--- src/rtl/ctrl_cmd_issuer_if.sv ---
// Bundles the UART byte streams and the two-phase control bus of ctrl_cmd_issuer.
// The slave modport is the issuer's view; the master modport is the host/bench view.
interface ctrl_cmd_issuer_if;
  logic [7:0]  i_rxdata;
  logic        i_rxvalid;
  logic [15:0] o_inst;
  logic        o_set;
  logic [7:0]  o_txdata;
  logic        o_txwrite;
  logic        i_txfull;
  logic        o_busy;
  logic [7:0]  o_errcnt;

  modport slave (
    input  i_rxdata, i_rxvalid, i_txfull,
    output o_inst, o_set, o_txdata, o_txwrite, o_busy, o_errcnt
  );

  modport master (
    output i_rxdata, i_rxvalid, i_txfull,
    input  o_inst, o_set, o_txdata, o_txwrite, o_busy, o_errcnt
  );
endinterface

--- src/rtl/ctrl_cmd_issuer.sv ---
// Parses SYNC,AH,AL,DH,DL,CK frames from a UART and issues ADDR/DATA words on the control bus.
// Define CTRL_CMD_ECHO_EN to echo AH, AL, DH, DL on the transmitter after every ACK.
module ctrl_cmd_issuer #(
  parameter logic [7:0] SYNC        = 8'hA5,
  parameter int         NREG        = 36,
  parameter int         HOLD_CYCLES = 2,
  parameter int         TIMEOUT     = 100000,
  parameter logic [7:0] ACK         = 8'h06,
  parameter logic [7:0] NAK         = 8'h15
) (
  input  logic             i_clk,
  input  logic             i_rst,
  ctrl_cmd_issuer_if.slave bus
);
  localparam int TW = (TIMEOUT > 1) ? $clog2(TIMEOUT) : 1;
  localparam int HW = (HOLD_CYCLES > 1) ? $clog2(HOLD_CYCLES) : 1;
  localparam logic [15:0]   NREG_W    = 16'(NREG);
  localparam logic [TW-1:0] TMO_LAST  = TW'(TIMEOUT - 1);
  localparam logic [HW-1:0] HOLD_LAST = HW'(HOLD_CYCLES - 1);

  // Parse states must stay consecutive: a received byte advances by one encoding step.
  typedef enum logic [3:0] {
    S_SYNC, S_AH, S_AL, S_DH, S_DL, S_CK,
    S_ISSUE_A, S_HOLD, S_ISSUE_D, S_RESP
`ifdef CTRL_CMD_ECHO_EN
    , S_ECHO
`endif
  } state_e;

  function automatic logic [7:0] frame_ck(input logic [31:0] f);
    return f[31:24] ^ f[23:16] ^ f[15:8] ^ f[7:0];
  endfunction

  function automatic logic [7:0] sat_inc(input logic [7:0] v);
    return (v == 8'hFF) ? v : v + 8'd1;
  endfunction

  state_e        state_q, state_d;
  logic [TW-1:0] tmo_q, tmo_d;
  logic [HW-1:0] hold_q, hold_d;
  logic [31:0]   frame_q, frame_d;
  logic [15:0]   inst_q, inst_d;
  logic          set_q, set_d;
  logic [7:0]    txdata_q, txdata_d;
  logic [7:0]    errcnt_q, errcnt_d;
  logic          busy_q, busy_d;
  logic          txwrite_s;
`ifdef CTRL_CMD_ECHO_EN
  logic [1:0]    echo_idx_q, echo_idx_d;
`endif

  // Next-state, frame capture, issue sequencing and response handshake.
  always_comb begin
    state_d   = state_q;
    tmo_d     = '0;
    hold_d    = hold_q;
    frame_d   = frame_q;
    inst_d    = inst_q;
    set_d     = 1'b0;
    txdata_d  = txdata_q;
    errcnt_d  = errcnt_q;
    txwrite_s = 1'b0;
`ifdef CTRL_CMD_ECHO_EN
    echo_idx_d = echo_idx_q;
`endif
    case (state_q)
      S_SYNC: begin
        if (bus.i_rxvalid && (bus.i_rxdata == SYNC)) state_d = S_AH;
        else                                          state_d = S_SYNC;
      end
      S_AH, S_AL, S_DH, S_DL, S_CK: begin
        // A timeout outranks a byte arriving in the same cycle.
        if (tmo_q == TMO_LAST) begin
          state_d  = S_SYNC;
          errcnt_d = sat_inc(errcnt_q);
        end else if (!bus.i_rxvalid) begin
          tmo_d = tmo_q + TW'(1);
        end else if (state_q != S_CK) begin
          frame_d = {frame_q[23:0], bus.i_rxdata};
          state_d = state_e'(state_q + 4'd1);
        end else if ((bus.i_rxdata != frame_ck(frame_q)) || (frame_q[31:16] >= NREG_W)) begin
          state_d  = S_RESP;
          txdata_d = NAK;
          errcnt_d = sat_inc(errcnt_q);
        end else begin
          state_d = S_ISSUE_A;
          inst_d  = frame_q[31:16];
          set_d   = 1'b1;
        end
      end
      S_ISSUE_A: begin
        state_d = S_HOLD;
        inst_d  = frame_q[15:0];
        hold_d  = '0;
      end
      S_HOLD: begin
        if (hold_q == HOLD_LAST) begin
          state_d = S_ISSUE_D;
          set_d   = 1'b1;
        end else begin
          hold_d = hold_q + HW'(1);
        end
      end
      S_ISSUE_D: begin
        state_d  = S_RESP;
        txdata_d = ACK;
      end
      S_RESP: begin
        txwrite_s = !bus.i_txfull;
        if (bus.i_txfull) begin
          state_d = S_RESP;
`ifdef CTRL_CMD_ECHO_EN
        end else if (txdata_q == ACK) begin
          state_d    = S_ECHO;
          txdata_d   = frame_q[31:24];
          echo_idx_d = 2'd0;
`endif
        end else begin
          state_d = S_SYNC;
        end
      end
`ifdef CTRL_CMD_ECHO_EN
      S_ECHO: begin
        txwrite_s = !bus.i_txfull;
        if (bus.i_txfull) begin
          state_d = S_ECHO;
        end else if (echo_idx_q == 2'd3) begin
          state_d = S_SYNC;
        end else begin
          echo_idx_d = echo_idx_q + 2'd1;
          case (echo_idx_q)
            2'd0:    txdata_d = frame_q[23:16];
            2'd1:    txdata_d = frame_q[15:8];
            default: txdata_d = frame_q[7:0];
          endcase
        end
      end
`endif
      default: state_d = S_SYNC;
    endcase
    busy_d = (state_d != S_SYNC);
  end

  // State and output registers with synchronous reset.
  always_ff @(posedge i_clk) begin
    if (i_rst) begin
      state_q  <= S_SYNC;
      tmo_q    <= '0;
      hold_q   <= '0;
      frame_q  <= 32'h0000_0000;
      inst_q   <= 16'h0000;
      set_q    <= 1'b0;
      txdata_q <= 8'h00;
      errcnt_q <= 8'h00;
      busy_q   <= 1'b0;
`ifdef CTRL_CMD_ECHO_EN
      echo_idx_q <= 2'd0;
`endif
    end else begin
      state_q  <= state_d;
      tmo_q    <= tmo_d;
      hold_q   <= hold_d;
      frame_q  <= frame_d;
      inst_q   <= inst_d;
      set_q    <= set_d;
      txdata_q <= txdata_d;
      errcnt_q <= errcnt_d;
      busy_q   <= busy_d;
`ifdef CTRL_CMD_ECHO_EN
      echo_idx_q <= echo_idx_d;
`endif
    end
  end

  // The write strobe follows i_txfull within the cycle so a freed transmitter is used at once.
  assign bus.o_inst    = inst_q;
  assign bus.o_set     = set_q;
  assign bus.o_txdata  = txdata_q;
  assign bus.o_txwrite = txwrite_s;
  assign bus.o_busy    = busy_q;
  assign bus.o_errcnt  = errcnt_q;
endmodule

--- src/flat_wrapper.sv ---
// flat-port wrapper written by rule: the top's interface ports become plain ports
module ctrl_cmd_issuer_flat 
#(
  parameter logic [7:0] SYNC        = 8'hA5,
  parameter int         NREG        = 36,
  parameter int         HOLD_CYCLES = 2,
  parameter int         TIMEOUT     = 100000,
  parameter logic [7:0] ACK         = 8'h06,
  parameter logic [7:0] NAK         = 8'h15
)
  (i_clk, i_rst, bus_i_rxdata, bus_i_rxvalid, bus_i_txfull, bus_o_inst, bus_o_set, bus_o_txdata, bus_o_txwrite, bus_o_busy, bus_o_errcnt);
  ctrl_cmd_issuer_if bus_i ();
  input  logic i_clk;
  input  logic i_rst;
  input wire logic [$bits(bus_i.i_rxdata)-1:0] bus_i_rxdata;
  input wire logic [$bits(bus_i.i_rxvalid)-1:0] bus_i_rxvalid;
  input wire logic [$bits(bus_i.i_txfull)-1:0] bus_i_txfull;
  output wire logic [$bits(bus_i.o_inst)-1:0] bus_o_inst;
  output wire logic [$bits(bus_i.o_set)-1:0] bus_o_set;
  output wire logic [$bits(bus_i.o_txdata)-1:0] bus_o_txdata;
  output wire logic [$bits(bus_i.o_txwrite)-1:0] bus_o_txwrite;
  output wire logic [$bits(bus_i.o_busy)-1:0] bus_o_busy;
  output wire logic [$bits(bus_i.o_errcnt)-1:0] bus_o_errcnt;
  assign bus_i.i_rxdata = bus_i_rxdata;
  assign bus_i.i_rxvalid = bus_i_rxvalid;
  assign bus_i.i_txfull = bus_i_txfull;
  assign bus_o_inst = bus_i.o_inst;
  assign bus_o_set = bus_i.o_set;
  assign bus_o_txdata = bus_i.o_txdata;
  assign bus_o_txwrite = bus_i.o_txwrite;
  assign bus_o_busy = bus_i.o_busy;
  assign bus_o_errcnt = bus_i.o_errcnt;
  ctrl_cmd_issuer #(.SYNC(SYNC), .NREG(NREG), .HOLD_CYCLES(HOLD_CYCLES), .TIMEOUT(TIMEOUT), .ACK(ACK), .NAK(NAK)) u_core (.i_clk(i_clk), .i_rst(i_rst), .bus(bus_i));
endmodule
--- config.mk ---
export PLATFORM = sky130hd
export DESIGN_NAME = ctrl_cmd_issuer_flat
export DESIGN_NICKNAME = d
export VERILOG_FILES = /design/src/rtl/ctrl_cmd_issuer_if.sv /design/src/rtl/ctrl_cmd_issuer.sv /design/src/flat_wrapper.sv
export SDC_FILE = /design/constraint.sdc
export NUM_CORES = 1
export LEC_CHECK = 0
export BUFFER_PORTS_ARGS = -buffer_cell sky130_fd_sc_hd__buf_2
export CAP_MARGIN = 40
export CORE_UTILIZATION = 59
export DETAILED_ROUTE_END_ITERATION = 8
export PLACE_DENSITY_LB_ADDON = 0.08
export SETUP_SLACK_MARGIN = 0.3
export SKIP_LAST_GASP = 1
export SLEW_MARGIN = 20
export SYNTH_ARGS = -nofsm -noshare
export SYNTH_HDL_FRONTEND = slang
export SYNTH_SLANG_ARGS = --single-unit
--- constraint.sdc ---
create_clock -name i_clk -period 2.8 [get_ports i_clk]
set_input_delay 0.14 -clock i_clk [delete_from_list [all_inputs] [get_ports i_clk]]
set_output_delay 0.14 -clock i_clk [all_outputs]
set_load 0.05 [all_outputs]
==> results.tsv, run 1 <==
stage	metric	value	unit
critical_path	Critical Path End Type	flip-flop	
route	DR vias	3300	
route	via/cell ratio	5.66	
power_and_ir_drop	switching pwr	481	uW
floorplan	Starting Density	0.618	
place	PortBufs	42	
timing	Max Slew Vio Count	0	
grt	largest net degree at the start of global routing	65	
route	initial drt markers	258	
critical_path	CP Cell Sequence	ha_1 > nand4_1 > nor4_4 > buf_4 > or3_2 > o311ai_0 > a41oi_1 > a41oi_1	
route	final wirelength	8.86	mm
route	Routed WL per cell	15.2	um
yosys	synth unique cells	57	
critical_path	CP required	3.07	ns
yosys	post-synth top area share	0.392	
place	Routability Congestion	0.966	
clock_tree	clk sinks	83	
yosys	ys flop type	dfxtp_1	
finish	share of layout cells above drive strength 1	0.179	
yosys	synth cell count leaders	83 x dfxtp_1, 62 x nor2_1, 48 x mux2i_1, 32 x a211oi_1, 20 x nand2_1	
clock_tree	Inserted Clock Buffers	9	
power_and_ir_drop	PwrDens	481	nW/um2
timing	fmax	432	MHz
critical_path	Worst path most repeated cell	a41oi_1	
job	Maximum Capacitance Violations	0	
grt	total gr overflow	0	
timing	slew of the pin with the lowest slew margin	0.658	ns
place	dpl ws	0.291	ns
finish	final core utilization	0.697	
timing	unrepaired setup endpoints after global routing	no	
timing	final setup fails	0	
floorplan	die width	86.8	um
yosys	share of flip-flops with an asynchronous set or reset	0	
timing	Final period util	0.827	
timing	slew margin rel.	0.561	
grt	initial antenna violation count	0	
yosys	count leader, synth	dfxtp_1	
power_and_ir_drop	Internal Power	1.83	mW
place	placed inst area	4500	um2
yosys	Cells after Synth	447	
power_and_ir_drop	Combinational Power Share	0.033	
status	status	completed	
critical_path	type of the worst setup path	reg2reg	
clock_tree	Worst-Skew Late Latency	0.35	ns
place	hpwl dp	6.17	mm
critical_path	reg2reg start	u_core.tmo_q[0]	
timing	Final min period	2.31	ns
route	DRT Pass-1 Iters	4	
grt	first-pass GRT wire length	14.6	mm
yosys	sequential area share after synthesis	0.392	
critical_path	CP top delay family	simple AND/OR/NAND/NOR gates	
clock_tree	Reg clk slew, reported paths	0.09	ns
finish	ant diodes	0	
power_and_ir_drop	Flop pwr share	0.511	
route	Post-DRT Antenna Nets	0	
yosys	largest area contributor in the netlist	dfxtp_1	
floorplan	core box area	6870	um2
power_and_ir_drop	Peak VDD IR	0.287	mV
grt	Total GRT Usage	0.249	
timing	final hold vios	0	
clock_tree	htree depth	3	
critical_path	slowest stage delay, CP	0.50	ns
yosys	ranking of synthesized cells by area	dfxtp_1 39%, mux2i_1 11%, a211oi_1 5.7%, nor2_1 5.5%, xnor3_1 4.2%	
critical_path	crit start category	flip-flop	
timing	setup TNS	0	ns
yosys	Post-synth EDFFs	0	
clock_tree	CTS root buf	clkbuf_8	
floorplan	Die ar.	7540	um2
power_and_ir_drop	switching power share of the total	0.208	
power_and_ir_drop	clock power share	0.455	
worst_hold_path	HP Class	in2reg	
clock_tree	CTS tree	yes	
clock_tree	CTS Buffer Depth	2	
critical_path	Worst Path Arrival	2.58	ns
yosys	synth warn	0	
route	drt drc	0	
finish	Layout Nets	500	
timing	setup slack after layout	0.486	ns
critical_path	Worst Path Max Fanout	6	
critical_path	Worst path slowest cell	or3_2	
timing	Hold WS	0.0724	ns
yosys	Yosys reg bits	83	
yosys	Mapped Avg Cell Area	9.49	um2
floorplan	num ports	47	
floorplan	num rows	30	
power_and_ir_drop	P_leak	2.21	nW
floorplan	die extent in y	86.8	um
yosys	mapped cell area	4240	um2
critical_path	Buf+Inv Stages, Crit Path	1	
finish	area delta synth->final	12.9	%
grt	vias in the first global route	2983	
timing	clk_skew	0.0114	ns
critical_path	Worst Setup SP	u_core.tmo_q[0]	
worst_hold_path	Hold Startpoint	bus_i_rxdata[1]	
finish	Design Area, Final	4790	um2
[cell usage in the layout (no fill, tap or decap), types with 4 or more instances in the layout]
cell       n
conb_1     4
nor2_1    62
clkbuf_8  10
xnor3_1    8
and3_1     6
xnor2_1   16
nor4_1     4
xor2_1    13
ha_1       6
o31ai_1    5
a211oi_1  32
or4_1      4
dfxtp_1   82
nand4_1    5
a21oi_1   17
nand3_1   10
nand2_1   20
nand2b_1   4
buf_2     42
inv_1      6
or3_1      4
nor3_1     5
nor2b_1    5
buf_4     10
o21ai_0    9
mux2i_1   48
[logic make-up (layout without fill, tap and decap cells)]
logic type,count (synthesis),in the layout,synth area share
buffers and inverters,38,75,0.0451
flip-flops,83,83,0.392
other,1,4,0.000884
AO/OA/AOI/OAI,76,76,0.122
adder cells (fa/ha/maj),6,6,0.0177
XOR/XNOR,37,37,0.102
multiplexers,50,50,0.119
AND/OR/NAND/NOR,156,156,0.202
[power groups by stage]
stage / Combinational (mW) / Clock [mW] / Sequential, mW
floorplan: 0.0583 / 0 / 1.21
global placement: 0.0748 / 0 / 1.21
detailed placement: 0.0750 / 0 / 1.21
CTS: 0.0758 / 1.07 / 1.18
global route: 0.0820 / 1.11 / 1.18
finish: 0.0767 / 1.05 / 1.18
[worst reg2reg max path: cells and delay by family (launching register included)]
family,cells,cell delay [ns]
buf+inv,1,0.16
compound gates,3,0.75
flops,1,0.34
fa+ha+maj,1,0.24
simple gates,3,0.75
[repair_timing]
action / in CTS / in global routing
pin swaps: 1 / 0
setup endpoints to repair: 4 / 36
hold buffers: 0 / 0
gates resized for setup: 0 / 6
setup buffers: 2 / 0
[metrics by stage]
stage                     instances  total power, mW
after global placement          565             1.28
after detailed placement        565             1.28
final                           583             2.31
after CTS                       583             2.33
after floorplan                 450             1.27
after global routing            583             2.37
[flip-flops by register name, indices dropped and copies added, names as in the netlist]
register and cells:
u_core.bus.o_inst 16, u_core.bus.o_txdata 3, u_core.tmo_q 17, u_core.bus.o_set 1
u_core.bus.o_busy 1, u_core.bus.o_errcnt 8, u_core.hold_q 1, u_core.frame_q 32
u_core.state_q 4
[final cells by class]
type                    count  area [um2]
multi-input cells         329        2430
fillers                   580        2080
flip-flops and latches     83        1660
repair buffers             53         305
clock buffers              10         138
well taps                  96         120
clock inverters             6         113
inverters                   6        22.5
[routing by layer]
metal,GRT usage,up-vias,wire (um)
met5,0,-,0
met4,0.0955,0,177
met3,0.0371,17,461
met2,0.376,95,3900
met1,0.360,1525,4320
li1,-,1663,-
[final timing paths]
kind / slack [ns] / depth (start not counted) / to
worst max register to register: 0.49 / 8 / u_core.bus.o_busy
worst min register to register: 0.47 / 2 / u_core.bus.o_txdata[0]
worst min-delay path: 0.07 / 3 / u_core.frame_q[1]
worst max-delay path: 0.49 / 8 / u_core.bus.o_busy
Power figures use the tool's default switching activity.
==> inputs of run 2 (changes only) <==
Clock period 2.8 ns to 2.2 ns, I/O delays scaled along.
==> run 2 against run 1 <==
Critical path depth grew 1. Largest power group unchanged. Highest routed layer unchanged. The run now ends with negative setup slack left. Hold slack lost 0.024 ns. Final cell count grew 9.3%. Cell area grew 23%. Die area is the same. Count of clock-buffer cells in the layout grew 1. Clock power grew 11%. Sequential cell count is the same. Utilization grew 16 points.
==> results.tsv, run 2 (synthesis results as in run 1) <==
stage	metric	value	unit	change
place	PortBufs	42		unchanged
status	status	finished with violations		
finish	Largest register FFs	32		unchanged
timing	clk_skew	0.0121	ns	+0.000705 ns
power_and_ir_drop	PwrDens	474	nW/um2	-1.6%
critical_path	reg2reg start	u_core.tmo_q[0]		
floorplan	Starting Density	0.618		unchanged
route	Post-DRT Antenna Nets	0		unchanged
power_and_ir_drop	clock power share	0.419		-0.036
timing	final hold vios	0		unchanged
finish	Biggest register	u_core.frame_q		
floorplan	Die ar.	7540	um2	unchanged
timing	slew margin rel.	0.584		+0.0227
critical_path	CP top delay family	simple AND/OR/NAND/NOR gates		
clock_tree	Reg clk slew, reported paths	0.08	ns	about the same
grt	initial antenna violation count	0		unchanged
floorplan	num ports	47		unchanged
power_and_ir_drop	Peak VDD IR	0.343	mV	+20%
clock_tree	CTS root buf	clkbuf_8		
worst_hold_path	HP Class	in2reg		
floorplan	die extent in y	86.8	um	unchanged
finish	most common cell after layout, fill and taps aside	dfxtp_1		
clock_tree	clk sinks	83		unchanged
route	final wirelength	13.4	mm	+52%
place	Routability Congestion	0.947		-1.9%
timing	unrepaired setup endpoints after global routing	yes		
place	hpwl dp	7.11	mm	+15%
power_and_ir_drop	switching power share of the total	0.236		+0.0271
timing	Final period util	1.05		+0.220
clock_tree	Worst-Skew Late Latency	0.37	ns	+0.02 ns
power_and_ir_drop	P_leak	2.59	nW	+18%
critical_path	slowest stage delay, CP	0.41	ns	-0.09 ns
clock_tree	CTS Buffer Depth	2		unchanged
timing	slew of the pin with the lowest slew margin	0.624	ns	-0.0340 ns
critical_path	Critical Path End Type	flip-flop		
timing	fmax	434	MHz	+0.49%
timing	Max Slew Vio Count	0		unchanged
floorplan	core box area	6870	um2	unchanged
job	Maximum Capacitance Violations	0		unchanged
floorplan	num rows	30		unchanged
grt	Global Route met3 Usage	0.0657		+0.0286
grt	grt peak-use layer	met2		
route	DRT Pass-1 Iters	5		+1
worst_hold_path	Hold Startpoint	bus_i_rxdata[1]		
clock_tree	CTS tree	yes		
grt	total gr overflow	0		unchanged
critical_path	Worst Path Arrival	2.53	ns	-0.05 ns
status	failing checks	negative setup slack		
grt	first-pass GRT wire length	17.5	mm	+20%
clock_tree	htree depth	3		unchanged
critical_path	Worst Path Max Fanout	7		+1
finish	Layout Nets	554		+11%
power_and_ir_drop	switching pwr	656	uW	+36%
critical_path	Buf+Inv Stages, Crit Path	2		+1
power_and_ir_drop	overall power	2.78	mW	+21%
route	Routed WL per cell	21.1	um	+39%
critical_path	type of the worst setup path	reg2reg		
route	DR vias	3996		+21%
route	via/cell ratio	6.27		+11%
grt	vias in the first global route	3596		+21%
grt	met1 Usage GRT	0.389		+0.0292
power_and_ir_drop	Internal Power	2.13	mW	+17%
clock_tree	Inserted Clock Buffers	9		unchanged
critical_path	CP Cell Sequence	ha_2 > nand4_1 > nor4_4 > buf_4 > or3b_4 > a211o_4 > buf_12 > mux2i_2 > nor2_1		
timing	setup slack after layout	-0.103	ns	-0.589 ns
power_and_ir_drop	Combinational Power Share	0.043		+0.010
finish	most frequent cells in the layout	71 x dfxtp_1, 46 x nor2_1, 43 x mux2i_1, 43 x buf_4, 42 x buf_2		
floorplan	die width	86.8	um	unchanged
grt	largest net degree at the start of global routing	51		-22%
critical_path	Worst path slowest cell	or3b_4		
grt	Total GRT Usage	0.302		+0.0528
timing	setup TNS	-1.01	ns	-1.01 ns
critical_path	crit start category	flip-flop		
power_and_ir_drop	Flop pwr share	0.538		+0.027
critical_path	CP required	2.43	ns	-0.64 ns
finish	final core utilization	0.856		+0.158
timing	Final min period	2.30	ns	-0.0114 ns
route	initial drt markers	391		+52%
finish	area delta synth->final	38.5	%	
timing	final setup fails	30		+30
critical_path	Worst Setup SP	u_core.tmo_q[0]		
finish	share of layout cells above drive strength 1	0.425		+0.246
grt	met2 Usage GRT	0.492		+0.116
finish	Fillers	352		-39%
finish	ant diodes	0		unchanged
route	drt drc	0		unchanged
==> run 2: path summary, 6_finish.rpt <==
kind	cells past startpoint	slack [ns]	end
worst min-delay path	3	0.05	u_core.frame_q[1]
worst max register to register	9	-0.10	u_core.frame_q[8]
worst max-delay path	9	-0.10	u_core.frame_q[8]
worst min register to register	2	0.48	u_core.bus.o_txdata[0]
==> run 2: cell type report <==
| cell class | instances | area, um2 | share of cell area |
|---|---|---|---|
| Multi-Input combinational cell | 329 | 2950 | 0.502 |
| Tap cell | 96 | 120 | 0.0204 |
| Timing Repair Buffer | 107 | 886 | 0.151 |
| Clock inverter | 5 | 61.3 | 0.0104 |
| Clock buffer | 11 | 151 | 0.0258 |
| Sequential cell | 83 | 1680 | 0.287 |
| Inverter | 6 | 25.0 | 0.00426 |
==> run 2: worst min-delay path, stage by stage <==
cell,delay [ns]
buf_2,0.12
mux2i_1,0.07
nor2_1,0.07
==> run 2: power by group through the flow <==
stage	combinational (mW)	sequential, mW	clock, mW
floorplan	0.0744	1.54	0
global placement	0.0970	1.54	0
detailed placement	0.0971	1.54	0
CTS	0.107	1.50	1.15
global route	0.124	1.50	1.23
finish	0.120	1.50	1.17
==> run 2: routing by layer <==
metal  vias up  share of wire  routed length, um
met1      1926           0.39               5270
met2       239           0.49               6570
met3        59          0.077               1030
li1       1772              -                  -
met4         0          0.042                560
met5         -              0                  0
==> run 2: stage by stage <==
| stage | hold WS, ns | worst slack, ns | instances | cell area (um2) |
|---|---|---|---|---|
| floorplan | 0.254 | -0.000459 | 450 | 4320 |
| detailed placement | 0.410 | -0.0255 | 595 | 4760 |
| CTS | 0.0474 | 0.0129 | 624 | 5370 |
| global placement | 0.393 | -0.00444 | 595 | 4760 |
| global route | 0.0924 | -0.133 | 637 | 5880 |
| finish | 0.0488 | -0.103 | 637 | 5880 |
==> run 2: repair_timing <==
action	4_1_cts	5_1_grt
cloned	2	5
setup buffers	11	8
hold buffers	0	0
gates resized for setup	64	80
pin swaps	21	49
endpoints found under the setup margin	81	82
==> inputs of run 3 (changes only) <==
Settings changed: CORE_MARGIN from default to 4.
==> run 3 against run 2 <==
The flow still finishes with violations (negative setup slack). Critical endpoint is now u_core.bus.o_errcnt[4]. Largest cell class unchanged. Sequential power about the same. Count of clock-buffer cells in the layout down 1. Largest power group unchanged. Highest routed layer unchanged. Critical path depth decreased by 2. Hold slack improved by 0.020 ns.
==> results.tsv, run 3 (synthesis results as in run 1) <==
stage	metric	value	unit	change
status	status	finished with violations		
status	failing checks	negative setup slack		
route	DRT Pass-1 Iters	5		unchanged
clock_tree	CTS root buf	clkbuf_8		
power_and_ir_drop	switching power share of the total	0.223		-0.0127
place	placed inst area	4790	um2	+0.68%
finish	Design Area, Final	5670	um2	-3.6%
floorplan	die extent in y	92.8	um	+6.9%
timing	Final period util	1.04		-0.00572
floorplan	core box area	6910	um2	+0.55%
grt	first-pass GRT wire length	16.6	mm	-5.0%
finish	Non-Filler Instances	626		-1.7%
route	drt drc	0		unchanged
worst_hold_path	worst hold stages	3		unchanged
power_and_ir_drop	Combinational Power Share	0.038		-0.005
floorplan	die width	92.8	um	+6.9%
timing	setup TNS	-0.617	ns	+0.397 ns
place	Routability Congestion	0.941		-0.62%
timing	setup slack after layout	-0.0903	ns	+0.0126 ns
finish	most frequent cells in the layout	70 x dfxtp_1, 47 x nor2_1, 46 x mux2i_1, 42 x buf_2, 38 x buf_4		
critical_path	R2R depth	7		-2
finish	Largest register FFs	32		unchanged
finish	area delta synth->final	33.5	%	
clock_tree	CTS tree	yes		
power_and_ir_drop	overall power	2.85	mW	+2.2%
timing	Final min period	2.29	ns	-0.0126 ns
clock_tree	Reg clk slew, reported paths	0.08	ns	about the same
power_and_ir_drop	Flop pwr share	0.527		-0.011
grt	total gr overflow	0		unchanged
finish	Biggest register	u_core.frame_q		
critical_path	R2R setup slack	-0.09	ns	about the same
power_and_ir_drop	P_leak	2.56	nW	-1.3%
power_and_ir_drop	Internal Power	2.21	mW	+3.9%
route	Routed WL per cell	18.9	um	-10%
place	PortBufs	42		unchanged
clock_tree	clk sinks	83		unchanged
finish	final core utilization	0.821		-0.0351
clock_tree	Inserted Clock Buffers	9		unchanged
grt	initial antenna violation count	0		unchanged
timing	Hold WS	0.0683	ns	+0.0195 ns
worst_hold_path	HP Class	in2reg		
critical_path	type of the worst setup path	reg2reg		
power_and_ir_drop	Peak VDD IR	0.501	mV	+46%
clock_tree	CTS Buffer Depth	2		unchanged
power_and_ir_drop	clock power share	0.434		+0.015
timing	clk_skew	0.00911	ns	-0.00296 ns
finish	share of layout cells above drive strength 1	0.400		-0.0251
route	via/cell ratio	5.92		-5.6%
critical_path	crit start category	flip-flop		
clock_tree	htree depth	3		unchanged
critical_path	Critical Path End Type	flip-flop		
job	Maximum Capacitance Violations	0		unchanged
grt	vias in the first global route	3311		-7.9%
timing	fmax	437	MHz	+0.55%
finish	ant diodes	0		unchanged
timing	unrepaired setup endpoints after global routing	yes		
timing	slew margin rel.	0.606		+0.0223
timing	Max Slew Vio Count	0		unchanged
place	dpl cells	596		+0.17%
floorplan	Starting Density	0.614		-0.00336
critical_path	Worst Path Max Fanout	5		-2
clock_tree	Worst-Skew Late Latency	0.36	ns	about the same
route	final wirelength	11.8	mm	-12%
timing	slew of the pin with the lowest slew margin	0.591	ns	-0.0334 ns
grt	largest net degree at the start of global routing	50		-2.0%
power_and_ir_drop	switching pwr	634	uW	-3.3%
route	DR vias	3707		-7.2%
critical_path	Worst Path Arrival	2.59	ns	+0.06 ns
finish	most common cell after layout, fill and taps aside	dfxtp_1		
route	initial drt markers	224		-43%
floorplan	num rows	30		unchanged
timing	final hold vios	0		unchanged
finish	Layout Nets	543		-2.0%
place	hpwl dp	7.03	mm	-1.1%
route	Post-DRT Antenna Nets	0		unchanged
timing	final setup fails	21		-30%
critical_path	CP required	2.50	ns	+0.07 ns
clock_tree	hold_buf cts	0		unchanged
grt	Total GRT Usage	0.243		-0.0594
power_and_ir_drop	PwrDens	502	nW/um2	+6.0%
floorplan	Die ar.	8610	um2	+14%
floorplan	num ports	47		unchanged
place	dpl ws	-0.0124	ns	+0.0131 ns
## run 3: changes by cell type in the layout (fill, tap and decap cells not counted), sizes merged
cell,before,now
bufinv,1,2
clkinv,1,3
clkinvlp,3,0
buf,104,94
inv,6,7
clkbuf,14,12
## run 3: critical path, cell delays in order (launching register included)
cell and delay, ns:
dfxtp_2 0.33, or4b_4 0.54, nor4_4 0.26, buf_4 0.18, and4b_4 0.23, buf_6 0.13, or4_4 0.41, a21oi_2 0.14
## run 3: final cells by class
cell class / count / area [um2]
clock buffers: 10 / 138
flip-flops and latches: 83 / 1680
well taps: 96 / 120
clock inverters: 6 / 87.6
fillers: 452 / 1240
repair buffers: 96 / 771
inverters: 6 / 22.5
multi-input cells: 329 / 2850
## run 3: power by group through the flow
stage | combinational, mW | sequential (mW) | clock, mW
2_1_floorplan | 0.0744 | 1.54 | 0
3_3_place_gp | 0.0967 | 1.54 | 0
3_5_place_dp | 0.0963 | 1.54 | 0
4_1_cts | 0.0996 | 1.50 | 1.26
5_1_grt | 0.115 | 1.50 | 1.31
6_report | 0.109 | 1.50 | 1.24
## run 3: timing repair
| item | 4_1_cts | 5_1_grt |
|---|---|---|
| cloned | 1 | 3 |
| endpoints found under the setup margin | 81 | 82 |
| setup buffers | 1 | 9 |
| pin swaps | 2 | 37 |
| gates resized for setup | 17 | 99 |
## run 3: final timing paths
| kind | startpoint | to |
|---|---|---|
| worst max-delay path | u_core.tmo_q[11] | u_core.bus.o_errcnt[4] |
| worst min-delay path | bus_i_rxdata[6] | u_core.frame_q[6] |
| worst max register to register | u_core.tmo_q[11] | u_core.bus.o_errcnt[4] |
| worst min register to register | u_core.bus.o_txdata[0] | u_core.bus.o_txdata[0] |
## run 3: layer usage
metal / track usage / share of wire / vias to the layer above
met5: 0 / 0 / -
met4: 0.0659 / 0.023 / 0
met3: 0.0504 / 0.056 / 27
met2: 0.392 / 0.49 / 128
met1: 0.330 / 0.43 / 1801
li1: - / - / 1751
